### config.mk
export PLATFORM = sky130hd
export DESIGN_NAME = rtc_inicializacion_flat
export DESIGN_NICKNAME = d
export VERILOG_FILES = /design/src/rtl/rtc_inicializacion_if.sv /design/src/rtl/rtc_inicializacion.sv /design/src/flat_wrapper.sv
export SDC_FILE = /design/constraint.sdc
export NUM_CORES = 1
export LEC_CHECK = 0
export BUFFER_PORTS_ARGS = -buffer_cell sky130_fd_sc_hd__buf_2
export CAP_MARGIN = 15
export CORE_MARGIN = 5
export CORE_UTILIZATION = 35
export CTS_BUF_LIST = sky130_fd_sc_hd__clkbuf_16
export DETAILED_ROUTE_END_ITERATION = 10
export GPL_TIMING_DRIVEN = 1
export HOLD_SLACK_MARGIN = 0.03
export PLACE_DENSITY = 0.67
export SYNTH_ARGS = -nofsm -noshare
export SYNTH_HDL_FRONTEND = slang
export SYNTH_SLANG_ARGS = --single-unit
### constraint.sdc
create_clock -name clk -period 1.7 [get_ports clk]
set_input_delay 0.34 -clock clk [delete_from_list [all_inputs] [get_ports clk]]
set_output_delay 0.34 -clock clk [all_outputs]
set_load 0.02 [all_outputs]
### src/rtl/rtc_inicializacion_if.sv
// Bus bundle between the RTC init sequencer and the ROM/RAM/RTC datapath.
// The sequencer uses the slave view; whoever requests the run uses master.
interface rtc_inicializacion_if;
    logic        do_it_inic;
    logic        rom_to_ram;
    logic [17:0] dir_rom;
    logic        rom_enable;
    logic        rtc_to_ram;
    logic        ram_to_rtc;
    logic        a_d;
    logic        cs;
    logic        rd;
    logic        wr;
    logic [31:0] dir_ram;
    logic        w_ram_enable;
    logic        r_ram_enable;
    logic [6:0]  Contador;

    modport master (
        output do_it_inic,
        input  rom_to_ram, dir_rom, rom_enable, rtc_to_ram, ram_to_rtc,
               a_d, cs, rd, wr, dir_ram, w_ram_enable, r_ram_enable, Contador
    );

    modport slave (
        input  do_it_inic,
        output rom_to_ram, dir_rom, rom_enable, rtc_to_ram, ram_to_rtc,
               a_d, cs, rd, wr, dir_ram, w_ram_enable, r_ram_enable, Contador
    );
endinterface

### src/rtl/rtc_inicializacion.sv
// RTC power-up sequencer: copies ROM (addr,value) pairs into RAM, then replays
// each pair as an RTC bus write. Define INIC_RETRIGGER_EN to allow DONE -> IDLE.
module rtc_inicializacion #(
    parameter int          N_REGS   = 4,
    parameter logic [17:0] ROM_BASE = 18'h0,
    parameter logic [31:0] RAM_BASE = 32'h0
) (
    input  logic                    clk,
    input  logic                    reset,
    rtc_inicializacion_if.slave     bus
);
    typedef enum logic [1:0] {IDLE, RUN, DONE} state_t;

    localparam logic [4:0] IDX_LAST = 5'(N_REGS - 1);
    localparam logic [6:0] CNT_LAST = 7'd21;

    state_t     state, state_nx;
    logic [4:0] idx, idx_nx;
    logic [6:0] cnt, cnt_nx;
    logic [17:0] pair_rom;
    logic [31:0] pair_ram;

    always_ff @(posedge clk or negedge reset) begin
        if (!reset) begin
            state <= IDLE;
            idx   <= '0;
            cnt   <= '0;
        end else begin
            state <= state_nx;
            idx   <= idx_nx;
            cnt   <= cnt_nx;
        end
    end

    // Slot base word 2*i, widened to each address bus before adding the base
    assign pair_rom = {12'd0, idx, 1'b0};
    assign pair_ram = {26'd0, idx, 1'b0};

    always_comb begin
        state_nx = state;
        idx_nx   = idx;
        cnt_nx   = cnt;

        bus.rom_to_ram   = 1'b0;
        bus.dir_rom      = '0;
        bus.rom_enable   = 1'b0;
        bus.rtc_to_ram   = 1'b0;
        bus.ram_to_rtc   = 1'b0;
        bus.a_d          = 1'b1;
        bus.cs           = 1'b1;
        bus.rd           = 1'b1;
        bus.wr           = 1'b1;
        bus.dir_ram      = '0;
        bus.w_ram_enable = 1'b0;
        bus.r_ram_enable = 1'b0;
        bus.Contador     = cnt;

        case (state)
            IDLE: begin
                if (bus.do_it_inic) begin
                    state_nx = RUN;
                    idx_nx   = '0;
                    cnt_nx   = '0;
                end
            end
            RUN: begin
                if (cnt == CNT_LAST) begin
                    cnt_nx = '0;
                    if (idx == IDX_LAST) state_nx = DONE;
                    else                 idx_nx   = idx + 5'd1;
                end else begin
                    cnt_nx = cnt + 7'd1;
                end

                if (cnt <= 7'd1) begin
                    // ROM -> RAM copy: reg address word, then value word
                    bus.rom_enable   = 1'b1;
                    bus.rom_to_ram   = 1'b1;
                    bus.w_ram_enable = 1'b1;
                    bus.dir_rom      = ROM_BASE + pair_rom + {17'd0, cnt[0]};
                    bus.dir_ram      = RAM_BASE + pair_ram + {31'd0, cnt[0]};
                end else begin
                    bus.r_ram_enable = 1'b1;
                    bus.ram_to_rtc   = 1'b1;
                    if (cnt <= 7'd11) begin
                        bus.a_d     = 1'b0;
                        bus.dir_ram = RAM_BASE + pair_ram;
                    end else begin
                        bus.a_d     = 1'b1;
                        bus.dir_ram = RAM_BASE + pair_ram + 32'd1;
                    end
                    bus.cs = !((cnt >= 7'd3 && cnt <= 7'd10) || (cnt >= 7'd13 && cnt <= 7'd20));
                    bus.wr = !((cnt >= 7'd4 && cnt <= 7'd9)  || (cnt >= 7'd14 && cnt <= 7'd19));
                end
            end
            DONE: begin
`ifdef INIC_RETRIGGER_EN
                if (!bus.do_it_inic) state_nx = IDLE;
`endif
            end
            default: state_nx = IDLE;
        endcase
    end
endmodule

### src/flat_wrapper.sv
// flat-port wrapper written by rule: the top's interface ports become plain ports
module rtc_inicializacion_flat 
#(
    parameter int          N_REGS   = 4,
    parameter logic [17:0] ROM_BASE = 18'h0,
    parameter logic [31:0] RAM_BASE = 32'h0
)
  (clk, reset, bus_do_it_inic, bus_rom_to_ram, bus_dir_rom, bus_rom_enable, bus_rtc_to_ram, bus_ram_to_rtc, bus_a_d, bus_cs, bus_rd, bus_wr, bus_dir_ram, bus_w_ram_enable, bus_r_ram_enable, bus_Contador);
  rtc_inicializacion_if bus_i ();
  input  logic clk;
  input  logic reset;
  input wire logic [$bits(bus_i.do_it_inic)-1:0] bus_do_it_inic;
  output wire logic [$bits(bus_i.rom_to_ram)-1:0] bus_rom_to_ram;
  output wire logic [$bits(bus_i.dir_rom)-1:0] bus_dir_rom;
  output wire logic [$bits(bus_i.rom_enable)-1:0] bus_rom_enable;
  output wire logic [$bits(bus_i.rtc_to_ram)-1:0] bus_rtc_to_ram;
  output wire logic [$bits(bus_i.ram_to_rtc)-1:0] bus_ram_to_rtc;
  output wire logic [$bits(bus_i.a_d)-1:0] bus_a_d;
  output wire logic [$bits(bus_i.cs)-1:0] bus_cs;
  output wire logic [$bits(bus_i.rd)-1:0] bus_rd;
  output wire logic [$bits(bus_i.wr)-1:0] bus_wr;
  output wire logic [$bits(bus_i.dir_ram)-1:0] bus_dir_ram;
  output wire logic [$bits(bus_i.w_ram_enable)-1:0] bus_w_ram_enable;
  output wire logic [$bits(bus_i.r_ram_enable)-1:0] bus_r_ram_enable;
  output wire logic [$bits(bus_i.Contador)-1:0] bus_Contador;
  assign bus_i.do_it_inic = bus_do_it_inic;
  assign bus_rom_to_ram = bus_i.rom_to_ram;
  assign bus_dir_rom = bus_i.dir_rom;
  assign bus_rom_enable = bus_i.rom_enable;
  assign bus_rtc_to_ram = bus_i.rtc_to_ram;
  assign bus_ram_to_rtc = bus_i.ram_to_rtc;
  assign bus_a_d = bus_i.a_d;
  assign bus_cs = bus_i.cs;
  assign bus_rd = bus_i.rd;
  assign bus_wr = bus_i.wr;
  assign bus_dir_ram = bus_i.dir_ram;
  assign bus_w_ram_enable = bus_i.w_ram_enable;
  assign bus_r_ram_enable = bus_i.r_ram_enable;
  assign bus_Contador = bus_i.Contador;
  rtc_inicializacion #(.N_REGS(N_REGS), .ROM_BASE(ROM_BASE), .RAM_BASE(RAM_BASE)) u_core (.clk(clk), .reset(reset), .bus(bus_i));
endmodule
# == Yosys cells after proc, flatten, opt, wreduce, memory -nomap -nowiden ==
# Cells that the tools add are included.
# classes
n_addsub,5
magnitude_cmp,10
n_eq_ne,8
mux,27
n_bitwise,1
n_reduce_logical,13
# ops
operator,count
$mux 32,3
$mux 18,2
$le 7x4->1 const B,3
$mux 5,3
$add 6x1->7,2
$ge 7x4->1 const B,2
$le 7x5->1 const B,2
$mux 7,2
$pmux 7 s2,1
$mux 1,11
$pmux 5 s2,1
$reduce_and 4->1,2
$add 6x1->7 const B,1
$add 7x1->7 const B,1
$eq 7x5->1 const B,1
$ge 7x2->1 const B,1
$ge 7x3->1 const B,1
$le 7x1->1 const B,1
$mux 2,3
$pmux 2 s3,1
$add 5x1->5 const B,1
$eq 5x2->1 const B,1
$logic_and 1x1->1,4
$ne 2x1->1 const B,2
other kinds (9),12
# totals
reg_bits,14
output_inout_bits,67
wordCells,67

# == Logic depth before layout (Yosys ltp) ==
# logic_depth
depth_word,6
depth_mapped,7

# == Worst setup path after synthesis ==
# OpenSTA, ideal clock, no wires.
# synth_path
kind,register to output
from,register u_core.cnt[1] (netlist: u_core.bus.Contador[1])
to,output port bus_cs
t_arrival_ns,2.138
required_ns,1.360
slack_ns,-0.778
path_stages_with_launch,7
n_path_buf,1
path_cell_list,dfrtp_1 -> clkbuf_1 -> inv_1 -> ha_1 -> o21bai_1 -> a31oi_1 -> o211ai_1
# synth_via
elab_chain_cells,6
elab_cells_between_ends,11
# synth_lines
item,line,source
from (decl),rtc_inicializacion.sv:19,"logic [6:0] cnt, cnt_nx;"
from (signal assigned),rtc_inicializacion.sv:31,cnt <= cnt_nx;
"$ge 7x2->1, or another cell as far along",rtc_inicializacion.sv:92,bus.cs = !((cnt >= 7'd3 && cnt <= 7'd10) || (cnt >= 7'd13 && cnt <= 7'd20));
$logic_and 1x1->1,rtc_inicializacion.sv:92,
$logic_or 1x1->1,rtc_inicializacion.sv:92,
$logic_not 1->1,rtc_inicializacion.sv:92,
$mux 1 (*),rtc_inicializacion.sv:75,if (cnt <= 7'd1) begin
$mux 1 (*),rtc_inicializacion.sv:58,case (state)
to (decl),flat_wrapper.sv:19,output wire logic [$bits(bus_i.cs)-1:0] bus_cs;
# Every way passes the cells marked *; elsewhere a longest branch is shown, timed or not.

# == Worst setup path in the final report ==
# layout_path
from,register u_core.cnt[0] (netlist: u_core.bus.Contador[0])
to,output port bus_dir_rom[2]
# layout_via
elab_chain_cells,3
elab_cells_between_ends,4
# layout_lines
item,line,source
$add 6x1->7 / $le 7x1->1 (equally long branches),"rtc_inicializacion.sv:80, rtc_inicializacion.sv:75",
$mux 18 (*),rtc_inicializacion.sv:75,
$mux 18 (*),rtc_inicializacion.sv:58,
to (decl),flat_wrapper.sv:14,output wire logic [$bits(bus_i.dir_rom)-1:0] bus_dir_rom;
# Marked as above.

==> metrics.yaml <==
crit_buf_inv: 2
p_int_w: 0.00205
arrival_ns: 1.72
violations: "negative setup slack"
synth-edff-count: 0
rr_endpoint: "u_core.idx[1]$_DFFE_PN0P_"
root_buffer: "clkbuf_16"
fillers: 342
nets: 233
cellPowerDensity_nw_per_um2: 1920
path_max_fanout: 8
num_rows: 22
final_core_util_pct: 54.1
hold_viol_final: 0
power_frac_comb_pct: 70.1
ios: 70
synth_cell_types: 39
min_period_ns: 2.06
p_switching_w: 0.00178
path_clk_slew_ns: 0.05
synth.cell_area_um2: 1350
cp_cell_sequence: "buf_12 > ha_4 > o21bai_4 > nand3_4 > nor2_4 > and2_4 > buf_6"
multi_input_area_um2: 958
grt-ovfl-total: 0
vias_per_cell: 4.66
slew_headroom_pct: 64.9
grt_pass1_vias: 1143
worst_pin_slew_ns: 0.522
vias: 1273
design.die.area_um2: 5190
hpwl_um: 2480
maxSlewViolCount: 0
area_delta_synth_final_pct: 48.2
n_antenna_cell: 0
syn_area_per_cell_um2: 7.92
drt_first_pass_iters: 4
initial_utilization_pct: 36.5
final.period_utilization_pct: 121
pwr-share-clk_pct: 11.7
cap_violations: 0
cp-start-kind: "flip-flop"
setup_ws_ns: -0.358
regArea_um2: 354
power_frac_seq_pct: 18.2
drt_wl_total_um: 3570
gp_congestion: 0.835
async_flop_share_pct: 100
max_freq_ghz: 0.486
end_kind: "primary output"
ant_nets: 0
critPathKind: "reg -> out"
dieHeight_um: 72.0
core_region_area_um2: 3690
clk_path_buf_depth: 2
crit_required_ns: 1.36
rrSetupSlack_ns: -0.10
stdcell_count: 273
grt_max_degree: 16
worst_path_dominant_cell_family: "simple AND/OR/NAND/NOR gates"
swShare_pct: 46.5
power.leakage_nw: 0.958
drtIter0Drc: 131
fin_skew_ns: 0.00575
setup_viol: 23
status: "complete, but fails checks"
yosysWarnings: 0
rsz0062_at_grt: "true"
dp_cells: 261
netlist_instances: 170
drive_gt1_share_pct: 46.2
grt_busiest_layer: "met2"
grt_pass1_wl_um: 5360
max-vdd-ir-drop_v: 0.000635
io_buffers: 29
max_stage_delay_ns: 0.40
htree_levels: 1
met3_usage_pct: 0.970
clkSinkCount: 14
post-synth-top-area-cell: "dfrtp_1"
setup_tns_ns: -4.93
insertion_delay_ns: 0.24
drcViolationCount: 0
ys_seq_elements: 14
cts_tree: "yes"
critPathSlowestCell: "dfrtp_2"
wire_per_inst_um: 13.1
die_w_um: 72.0
synth_area_leaders: "dfrtp_1 (26%), buf_4 (24%), o21ai_0 (5.9%)"
antenna_found_initial: 0
yosysSeqAreaShare_pct: 26.0
worstReg2RegStart: "u_core.bus.Contador[0]$_DFFE_PN0P_"
synthFlopType: "dfrtp_1"
grt_use_total_pct: 12.5
numCtsBuffers: 3
worst_r2r_path_depth: 7
min_path_type: "in -> async"
synth_top_area_share_pct: 26.0
gr-usage-met1_pct: 17.9
grt_util_met2_pct: 20.5
worst max-delay path by stage:
stage | depth (start not counted) | endpoint | start | slack [ns]
2_1_floorplan | 7 | bus_dir_rom[1] | u_core.bus.Contador[1]$_DFFE_PN0P_ | -0.18
3_3_place_gp | 6 | bus_dir_ram[0] | u_core.bus.Contador[1]$_DFFE_PN0P_ | -0.08
3_5_place_dp | 7 | bus_cs | u_core.bus.Contador[0]$_DFFE_PN0P_ | -0.12
4_1_cts | 6 | bus_cs | u_core.bus.Contador[0]$_DFFE_PN0P_ | -0.33
5_1_grt | 7 | bus_dir_rom[1] | u_core.bus.Contador[0]$_DFFE_PN0P_ | -0.44
6_report | 7 | bus_dir_rom[2] | u_core.bus.Contador[0]$_DFFE_PN0P_ | -0.36
cell families after synthesis:
group / share of synthesized area [%]
buf+inv: 27.4
fa+ha+maj: 3.72
other cells: 0.558
flops: 26.0
simple gates: 25.0
compound gates: 16.5
mux: 0.744
layer usage:
layer | wire length, um | vias to the layer above
met3 | 221 | 2
li1 | - | 618
met4 | 23 | 0
met2 | 1800 | 51
met1 | 1530 | 602
met5 | 0 | -
power groups by stage:
stage | Clock, W | Combinational [W] | Sequential (W)
after floorplan | 0 | 0.00142 | 0.000734
after global placement | 0 | 0.00217 | 0.000666
after detailed placement | 0 | 0.00219 | 0.000673
after CTS | 0.000455 | 0.00245 | 0.000683
after global routing | 0.000470 | 0.00288 | 0.000725
final | 0.000449 | 0.00268 | 0.000696
state kept, by name, summed over array words and instances (netlist names):
register             cells
u_core.bus.Contador      7
u_core.idx               5
u_core.state             2
stage by stage:
step	setup WS [ns]	power, W	hold WS [ns]	cell area (um^2)
finish	-0.358	0.00382	0.550	2000
global route	-0.438	0.00408	0.602	2000
CTS	-0.327	0.00358	0.534	1880
detailed placement	-0.116	0.00286	0.257	1660
global placement	-0.0802	0.00283	0.253	1660
floorplan	-0.183	0.00216	0.0444	1610
timing repair:
item / 4_1_cts / 5_1_grt
endpoints found under the hold margin: 14 / 0
setup buffers: 4 / 3
setup endpoints to repair: 18 / 25
pin swaps: 9 / 3
gates resized for setup: 32 / 25
cloned: 0 / 0
hold buffers: 1 / 0
area by class of cell:
cell class	instances	share of cell area, %
repair buffers	64	26.4
clock buffers	3	3.76
inverters	4	0.878
multi-input cells	139	48.0
clock inverters	1	0.188
flip-flops and latches	14	17.7
well taps	48	3.01
cell usage in the layout, fill, tap and decap left out, drive strengths merged, types with 4 or more instances in the layout:
master and instances:
a31oi 6, and2 11, buf 63, conb 40
dfrtp 14, ha 4, inv 5, nand2 11
nand3 10, nor2 5, nor3 6, o21ai 19
cells in the mapped netlist, types with 2 or more instances:
library cell / instances
buf_4: 43
o21ai_0: 16
dfrtp_1: 14
and2_1: 11
nand2_1: 10
nand3_1: 10
clkbuf_1: 7
a31oi_1: 6
nor3_1: 5
ha_1: 4
inv_1: 4
nor2_1: 4
and3_1: 3
o21ai_1: 3
a211oi_1: 2
conb_1: 2
nand2b_1: 2
o22ai_1: 2
or4_1: 2
No activity file was read; power rests on OpenSTA's default activity.
